### src/rtl/selector_campo_edicion.sv
// rtl/selector_campo_edicion.sv - button debounce, field select and step pulse controller for clock set-up
module selector_campo_edicion #(
  parameter int DEB_CYCLES = 1_000_000,
  parameter int REP_DELAY  = 50_000_000,
  parameter int REP_RATE   = 10_000_000,
  parameter int NUM_FIELDS = 6
) (
  input  logic       clk,
  input  logic       reset,
  input  logic       btn_edit,
  input  logic       btn_up,
  input  logic       btn_down,
  input  logic       btn_left,
  input  logic       btn_right,
  output logic [3:0] en_count,
  output logic       enUP,
  output logic       enDOWN,
  output logic       edit_mode
);

  localparam int NB       = 5;
  localparam int B_EDIT   = 0;
  localparam int B_UP     = 1;
  localparam int B_DOWN   = 2;
  localparam int B_LEFT   = 3;
  localparam int B_RIGHT  = 4;
  localparam int DW       = $clog2(DEB_CYCLES + 1);
  localparam int REP_MAX  = (REP_DELAY > REP_RATE) ? REP_DELAY : REP_RATE;
  localparam int RW       = $clog2(REP_MAX + 1);

  typedef enum logic {ST_IDLE, ST_EDIT} state_t;

  logic [NB-1:0] w_raw;
  logic [NB-1:0] w_deb;
  logic [NB-1:0] w_press;

  assign w_raw = {btn_right, btn_left, btn_down, btn_up, btn_edit};

  genvar gi;
  for (gi = 0; gi < NB; gi++) begin : g_btn
    logic          r_sync1;
    logic          r_sync2;
    logic          r_deb;
    logic          r_deb_q;
    logic [DW-1:0] r_cnt;

    // Two-flop synchroniser plus a delayed copy of the debounced level for edge detection
    always_ff @(posedge clk or negedge reset) begin
      if (!reset) begin
        r_sync1 <= 1'b0;
        r_sync2 <= 1'b0;
        r_deb_q <= 1'b0;
      end else begin
        r_sync1 <= w_raw[gi];
        r_sync2 <= r_sync1;
        r_deb_q <= r_deb;
      end
    end

    // Debounced level flips only once the synchronised input has disagreed for a full run
    always_ff @(posedge clk or negedge reset) begin
      if (!reset) begin
        r_cnt <= '0;
        r_deb <= 1'b0;
      end else if (r_sync2 == r_deb) begin
        r_cnt <= '0;
      end else if (r_cnt == DW'(DEB_CYCLES)) begin
        r_deb <= r_sync2;
        r_cnt <= '0;
      end else begin
        r_cnt <= r_cnt + 1'b1;
      end
    end

    assign w_deb[gi]   = r_deb;
    assign w_press[gi] = r_deb & ~r_deb_q;
  end

  state_t        r_state;
  logic [3:0]    r_field;
  logic          r_edit;
  logic          r_up;
  logic          r_down;
  logic          r_rep_act;
  logic          r_rep_up;
  logic          r_rep_first;
  logic [RW-1:0] r_rep_cnt;

  logic [3:0]    w_field_inc;
  logic [3:0]    w_field_dec;
  logic [RW-1:0] w_rep_limit;
  logic          w_rep_held;
  logic          w_lr;
  logic          w_both;

  assign w_field_inc = (r_field == 4'(NUM_FIELDS)) ? 4'd1 : r_field + 4'd1;
  assign w_field_dec = (r_field <= 4'd1) ? 4'(NUM_FIELDS) : r_field - 4'd1;
  assign w_rep_limit = r_rep_first ? RW'(REP_DELAY - 1) : RW'(REP_RATE - 1);
  assign w_rep_held  = r_rep_up ? w_deb[B_UP] : w_deb[B_DOWN];
  assign w_lr        = w_press[B_LEFT] | w_press[B_RIGHT];
  assign w_both      = w_deb[B_UP] & w_deb[B_DOWN];

  // Edit FSM: field selection, step pulses and auto-repeat, all outputs registered
  always_ff @(posedge clk or negedge reset) begin
    if (!reset) begin
      r_state     <= ST_IDLE;
      r_field     <= 4'd0;
      r_edit      <= 1'b0;
      r_up        <= 1'b0;
      r_down      <= 1'b0;
      r_rep_act   <= 1'b0;
      r_rep_up    <= 1'b0;
      r_rep_first <= 1'b0;
      r_rep_cnt   <= '0;
    end else begin
      r_up   <= 1'b0;
      r_down <= 1'b0;
      case (r_state)
        ST_IDLE: begin
          r_rep_act <= 1'b0;
          r_rep_cnt <= '0;
          if (w_press[B_EDIT]) begin
            r_state <= ST_EDIT;
            r_field <= 4'd1;
            r_edit  <= 1'b1;
          end
        end
        ST_EDIT: begin
          if (w_press[B_EDIT]) begin
            r_state   <= ST_IDLE;
            r_field   <= 4'd0;
            r_edit    <= 1'b0;
            r_rep_act <= 1'b0;
            r_rep_cnt <= '0;
          end else if (w_lr) begin
            // Field moves take precedence; a coincident step would change the field under it
            r_rep_act <= 1'b0;
            r_rep_cnt <= '0;
            if (w_press[B_RIGHT] && !w_press[B_LEFT]) begin
              r_field <= w_field_inc;
            end else if (w_press[B_LEFT] && !w_press[B_RIGHT]) begin
              r_field <= w_field_dec;
            end
          end else if (w_both) begin
            r_rep_act <= 1'b0;
            r_rep_cnt <= '0;
          end else if (w_press[B_UP]) begin
            r_up        <= 1'b1;
            r_rep_act   <= 1'b1;
            r_rep_up    <= 1'b1;
            r_rep_first <= 1'b1;
            r_rep_cnt   <= '0;
          end else if (w_press[B_DOWN]) begin
            r_down      <= 1'b1;
            r_rep_act   <= 1'b1;
            r_rep_up    <= 1'b0;
            r_rep_first <= 1'b1;
            r_rep_cnt   <= '0;
          end else if (r_rep_act) begin
            if (!w_rep_held) begin
              r_rep_act <= 1'b0;
              r_rep_cnt <= '0;
            end else if (r_rep_cnt == w_rep_limit) begin
              r_up        <= r_rep_up;
              r_down      <= ~r_rep_up;
              r_rep_first <= 1'b0;
              r_rep_cnt   <= '0;
            end else begin
              r_rep_cnt <= r_rep_cnt + 1'b1;
            end
          end
        end
        default: r_state <= ST_IDLE;
      endcase
    end
  end

  assign en_count  = r_field;
  assign enUP      = r_up;
  assign enDOWN    = r_down;
  assign edit_mode = r_edit;

endmodule

### config.mk
export PLATFORM = sky130hd
export DESIGN_NAME = selector_campo_edicion
export DESIGN_NICKNAME = d
export VERILOG_FILES = /design/src/rtl/selector_campo_edicion.sv
export SDC_FILE = /design/constraint.sdc
export NUM_CORES = 1
export LEC_CHECK = 0
export ABC_AREA = 1
export CORE_MARGIN = 2
export CORE_UTILIZATION = 65
export CTS_CLUSTER_DIAMETER = 100
export DETAILED_ROUTE_END_ITERATION = 10
export DONT_BUFFER_PORTS = 1
export HOLD_SLACK_MARGIN = 0.06
export PLACE_DENSITY = 0.81
export SETUP_SLACK_MARGIN = 0.05
export SLEW_MARGIN = 25
export SYNTH_ARGS = -nofsm -noshare
export SYNTH_HDL_FRONTEND = slang
export SYNTH_SLANG_ARGS = --single-unit
### constraint.sdc
create_clock -name clk -period 5.7 [get_ports clk]
set_clock_uncertainty 0.2 [all_clocks]
set_input_delay 1.14 -clock clk [delete_from_list [all_inputs] [get_ports clk]]
set_output_delay 1.14 -clock clk [all_outputs]
set_load 0.02 [all_outputs]
==> results of run 1 <==
[sequential cells by signal, indices dropped and copies added, names as in the netlist, 4 cells and up]
name,flops
g_btn.r_deb,5
en_count,4
g_btn.r_sync1,5
g_btn.r_cnt,100
g_btn.r_deb_q,5
r_rep_cnt,26
g_btn.r_sync2,5
[metal layers]
| metal | GRT usage (%) | vias to the layer above |
|---|---|---|
| met2 | 42.7 | 125 |
| met4 | 8.85 | 0 |
| met5 | 0 | - |
| met3 | 7.05 | 27 |
| li1 | - | 3544 |
| met1 | 31.9 | 3270 |
[cell families after synthesis]
group,count (synthesis),share of synthesized area (%)
DFF,157,46.1
and+or+nand+nor,619,32.3
adders and majority gates,19,2.79
AOI/OAI and AO/OA,90,5.74
xor gates and xnor gates,47,4.83
buffers and inverters,179,8.22
[final cells by class]
class | instances | area [um^2]
clock buffer | 21 | 460
multi-input combinational | 775 | 3890
inverter | 171 | 642
clock inverter | 10 | 138
tap | 172 | 215
sequential | 157 | 3930
fill | 1022 | 3450
[cells in the final DEF, fill, tap and decap left out, drive strengths merged]
cell	n
bufinv	3
o211ai	1
inv	172
o21ai	32
nand2	223
o21bai	3
o21a	1
a21oi	43
o22ai	1
nor4	3
nor3b	15
a31oi	7
clkbuf	21
a22oi	1
clkinv	4
dfrtp	157
ha	19
nand3	72
xor2	38
xnor2	9
nand4	26
nand3b	1
and3	1
a211oi	1
or2	2
clkinvlp	2
nor3	50
nor2	226
[worst paths after layout]
path / endpoint / depth (start not counted) / slack, ps / startpoint
max: r_rep_cnt[7] / 10 / 3330 / g_btn[4].r_deb
min reg2reg: g_btn[3].r_sync2 / 0 / 160 / g_btn[3].r_sync1
min in group asynchronous: g_btn[2].r_cnt[14] / 0 / 210 / reset
max reg2reg: r_rep_cnt[7] / 10 / 3330 / g_btn[4].r_deb
max in group asynchronous: g_btn[3].r_cnt[14] / 0 / 4910 / reset
min: g_btn[3].r_sync2 / 0 / 160 / g_btn[3].r_sync1
[critical path: cells and delay by family, from the launching register on]
kind | cells | cell delay [ps]
adders and majority gates | 1 | 230
DFF | 1 | 380
buffers and inverters | 3 | 340
AOI/OAI and AO/OA | 1 | 400
and+or+nand+nor | 5 | 670
[through the flow]
stage	hold WS [ps]	setup slack, ps	power, mW	util (%)
2_1_floorplan	131	3820	1.19	-
3_3_place_gp	132	3480	1.20	68.2
3_5_place_dp	137	3390	1.20	68.2
4_1_cts	157	3330	2.34	72.9
5_1_grt	162	3100	2.40	72.9
6_report	156	3330	2.32	72.9
[where the power goes]
group          switching [mW]  internal [mW]
combinational          0.0268         0.0132
sequential             0.0103           1.13
clock                   0.436          0.708
==> flow_summary.json, run 1 <==
{
  "status": "completed",
  "power.density_nw_per_um2": 250,
  "cts_tree": "built",
  "synth_enable_flop_cells": 0,
  "critical_path.max_fanout": 20,
  "cts.sinks": 157,
  "antennaDiodeCount": 0,
  "ys_seq_area_share_pct": 46.1,
  "viasPerCell": 5.33,
  "route.detailed.wl_per_inst_um": 12.7,
  "cp_slowest_stage_delay_ps": 400,
  "maxCapViolations": 0,
  "grt_use_total_pct": 25.5,
  "synth.top_cell.area_share_pct": 46.1,
  "topRoutingLayerUsed": "met4",
  "cts_buffer_depth": 2,
  "crit_slowest_cell": "a21oi_4",
  "critPathRequiredTime_ps": 5790,
  "wl_met3_um": 637,
  "synthArstFlopShare_pct": 100,
  "cp-start-kind": "flop",
  "first_global_vias": 6669,
  "finalCritPeriodShare_pct": 41.6,
  "grt_overflow": 0,
  "synthToLayoutAreaGrowth_pct": 8.85,
  "synth_cells": 1111,
  "cts.clk_slew.worst_paths_ps": 60,
  "drt-total-wl_mm": 16.6,
  "syn_nets": 1137,
  "cts_resized": 0,
  "synth_top_area_cell": "dfrtp_1",
  "dr.pass1.iters": 5,
  "start_util_pct": 67.0,
  "slew_headroom_pct": 67.1,
  "nets": 1148,
  "tightestPinTransition_ps": 490,
  "synthTopCellsByArea": "dfrtp_1, nand2_1, nor2_1, inv_1, nand3_1",
  "endpoint_kind": "flop",
  "place_congestion": 0.907,
  "yosysUniqueCellTypes": 35,
  "ir_worst_vdd_mv": 0.233,
  "synth_area_per_cell_um2": 7.67,
  "totalNegativeSetupSlack_ps": 0,
  "io_pins": 14,
  "std_cell_rows": 41,
  "antenna_found_initial": 0,
  "grt_start_max_net_pins": 158,
  "wl_met2_mm": 7.97,
  "drive_above_1_share_pct": 6.00,
  "p_leak_nw": 4.21,
  "critical_path_arrival_ps": 2460,
  "path_class": "flop to flop",
  "h-tree-depth": 4,
  "core-area_um2": 12700,
  "period_minus_slack_ps": 2370,
  "yosysMostFrequentCell": "nand2_1",
  "dieArea_um2": 14000,
  "ys_seq_elements": 157,
  "rsz0062_at_grt": "no",
  "hp-class": "flop to flop",
  "synth_common_cells": "nand2_1, nor2_1, inv_1",
  "postCtsSetupBuffers": 0,
  "port_buffers": 0,
  "cts_buffers": 17,
  "design_area_um2": 9280,
  "fp.dieH_um": 118,
  "ys_warn_count": 0,
  "maxSlewViolCount": 0,
  "crit_path_cell_trace": "inv_1 > nor2_1 > inv_1 > ha_1 > nand2_1 > nor2_1 > nand3_2 > inv_1 > a21oi_4 > nor2_1",
  "cts_root_buffer": "clkbuf_16",
  "post-route-drc-count": 0,
  "postRouteAntennaNets": 0,
  "setup_viol": 0,
  "grt_pass1_wl_mm": 29.2,
  "fp.dieW_um": 118,
  "dr_total_vias": 6966,
  "holdBufCountCts": 0,
  "max_freq_ghz": 0.422,
  "dpl.hpwl_mm": 11.7,
  "hold_viol_final": 0,
  "clk_latency_ps": 430,
  "place_inst": 1275,
  "wl_met1_mm": 7.62,
  "ys.flop_type": "dfrtp_1",
  "drt-initial-drc-count": 465,
  "final_cells": 1306,
  "syn-cell-area_um2": 8520,
  "placed_cell_area_um2": 8680
}
No activity file was read; power rests on OpenSTA's default activity.
==> run 2: changes to the inputs <==
--- a/config.mk
+++ b/config.mk
@@ -7,12 +7,12 @@
 export LEC_CHECK = 0
 export ABC_AREA = 1
 export CORE_MARGIN = 2
-export CORE_UTILIZATION = 65
+export CORE_UTILIZATION = 58
 export CTS_CLUSTER_DIAMETER = 100
 export DETAILED_ROUTE_END_ITERATION = 10
 export DONT_BUFFER_PORTS = 1
 export HOLD_SLACK_MARGIN = 0.06
-export PLACE_DENSITY = 0.81
+export PLACE_DENSITY = 0.76
 export SETUP_SLACK_MARGIN = 0.05
 export SLEW_MARGIN = 25
 export SYNTH_ARGS = -nofsm -noshare
==> constraint.sdc (replaced) <==
create_clock -name clk -period 2.1 [get_ports clk]
set_clock_uncertainty 0.2 [all_clocks]
set_input_delay 0.42 -clock clk [delete_from_list [all_inputs] [get_ports clk]]
set_output_delay 0.42 -clock clk [all_outputs]
set_load 0.02 [all_outputs]
==> run 2 against run 1 <==
Utilization is 5.3 points lower; non-clock buffer count is 34 higher; critical endpoint is now r_rep_cnt[25]; the run now ends with negative hold slack left; count of clock-buffer cells in the layout is 1 lower; cell count is 3.6% higher; critical path type unchanged.
==> flow_summary.json, run 2 (synthesized netlist as in run 1, its figures left out) <==
{
  "largest_register_ffs": 100,
  "drt-initial-drc-count": 492,
  "critical_path_arrival_ps": 2080,
  "grt_pass1_wl_mm": 31.4,
  "nets": 1182,
  "mostFrequentLayoutCell": "nand2_1",
  "start_util_pct": 59.1,
  "cts_buffer_depth": 2,
  "placed_cell_area_um2": 8880,
  "cts_buffers": 17,
  "maxSlewViolCount": 0,
  "cts_root_buffer": "clkbuf_16",
  "drt-total-wl_mm": 18.0,
  "grt_start_max_net_pins": 158,
  "critPathRequiredTime_ps": 2220,
  "clk_latency_ps": 430,
  "std_cell_rows": 44,
  "tightestPinTransition_ps": 461,
  "power.total_mw": 6.66,
  "totalNegativeSetupSlack_ps": 0,
  "final_cells": 1353,
  "fp.dieH_um": 125,
  "critical_path.max_fanout": 6,
  "dpl.hpwl_mm": 12.4,
  "rr_startpoint": "g_btn[4].r_deb",
  "first_global_vias": 7072,
  "antenna_found_initial": 0,
  "r2r_cells": 12,
  "regArea_um2": 3930,
  "dieArea_um2": 15700,
  "largest_registers": "g_btn.r_cnt x100, r_rep_cnt x26",
  "hold_viol_final": 157,
  "multi_input_area_um2": 3990,
  "drive_above_1_share_pct": 10.4,
  "viasPerCell": 5.26,
  "dr.pass1.iters": 6,
  "worstReg2RegEnd": "r_rep_cnt[25]",
  "dr_total_vias": 7118,
  "post-route-drc-count": 0,
  "ir_worst_vdd_mv": 0.914,
  "hp-class": "input pin to asynchronous set/reset pin",
  "finalCritPeriodShare_pct": 93.6,
  "antennaDiodeCount": 0,
  "period_minus_slack_ps": 1970,
  "fill_cells": 1176,
  "cts_tree": "built",
  "power.density_nw_per_um2": 683,
  "cts.clk_slew.worst_paths_ps": 60,
  "place_congestion": 0.932,
  "violations": "negative hold slack",
  "postRouteAntennaNets": 0,
  "grt_use_total_pct": 24.2,
  "io_pins": 14,
  "max_freq_ghz": 0.509,
  "status": "finished with violations",
  "reg2reg_setup_slack_ps": 130,
  "slew_headroom_pct": 69.1,
  "h-tree-depth": 4,
  "synthToLayoutAreaGrowth_pct": 14.5,
  "p_leak_nw": 4.41,
  "route.detailed.wl_per_inst_um": 13.3,
  "final_cell_mix": "nand2_1, nor2_1, inv_1",
  "place_inst": 1310,
  "cts.sinks": 157,
  "holdBufCountCts": 5,
  "cp-start-kind": "flop",
  "setup_viol": 0,
  "fp.dieW_um": 125,
  "grt_overflow": 0,
  "rsz0062_at_grt": "no",
  "hold_ws_ps": -516,
  "port_buffers": 0,
  "final_util_pct": 67.6,
  "top_register": "g_btn.r_cnt",
  "maxCapViolations": 0,
  "endpoint_kind": "flop",
  "design_area_um2": 9750,
  "core-area_um2": 14400,
  "path_class": "flop to flop"
}
run 2: cell types whose count changed in the layout (fill, tap and decap cells not counted), sizes merged:
cell / previous run / this run
buf: 0 / 29
dlygate4sd3: 0 / 5
bufinv: 3 / 5
clkinv: 4 / 2
clkbuf: 21 / 20
clkinvlp: 2 / 3
inv: 172 / 173
run 2: repair_timing:
action,in CTS,in global routing
setup buffers,2,4
pin swaps,0,9
gates resized for setup,1,31
setup endpoints to repair,11,40
endpoints found under the hold margin,162,157
run 2: worst max path at each step:
stage,slack (ps),start,cells after the start,end
finish,130,g_btn[4].r_deb,12,r_rep_cnt[25]
global route,30,g_btn[4].r_deb,12,r_rep_cnt[25]
CTS,20,g_btn[4].r_deb,11,r_rep_cnt[14]
detailed placement,30,g_btn[4].r_deb,14,r_rep_cnt[20]
global placement,140,g_btn[4].r_deb,14,r_rep_cnt[22]
floorplan,220,g_btn[4].r_deb,13,r_rep_cnt[19]
run 2: cell type report:
class | count | area share [%]
well taps | 184 | 2.36
multi-input cells | 775 | 40.9
clock buffers | 20 | 4.68
repair buffers | 34 | 2.99
inverters | 171 | 6.65
clock inverters | 12 | 2.13
flip-flops and latches | 157 | 40.3
run 2: per-layer routing:
layer,GRT usage (%),wire [um],share of wire [%]
met3,5.61,705,3.9
met2,41.0,8930,50
met4,8.63,382,2.1
met1,30.6,7980,44
met5,0,0,0
run 2: stage by stage:
stage / hold WS, ps / worst slack [ps]
6_report: -516 / 134
5_1_grt: -535 / 33.0
4_1_cts: -527 / 16.7
3_5_place_dp: -71.7 / 27.5
3_3_place_gp: -71.7 / 142
2_1_floorplan: -75.6 / 220
run 2: worst max-delay path: stages (launching register included):
cell and delay [ps]:
dfrtp_1 380, inv_2 90, nor2_4 40, inv_2 50, ha_4 120, nand2_1 60, nor2_2 160, nand3_4 140
buf_6 160, nand4_1 180, nor2_1 90, nor2_1 120, nor2_1 50
run 2: where the power goes:
part	internal [mW]	switching, mW
Sequential	3.06	0.0285
Combinational	0.0510	0.0768
Clock	2.19	1.26
Total	5.30	1.37
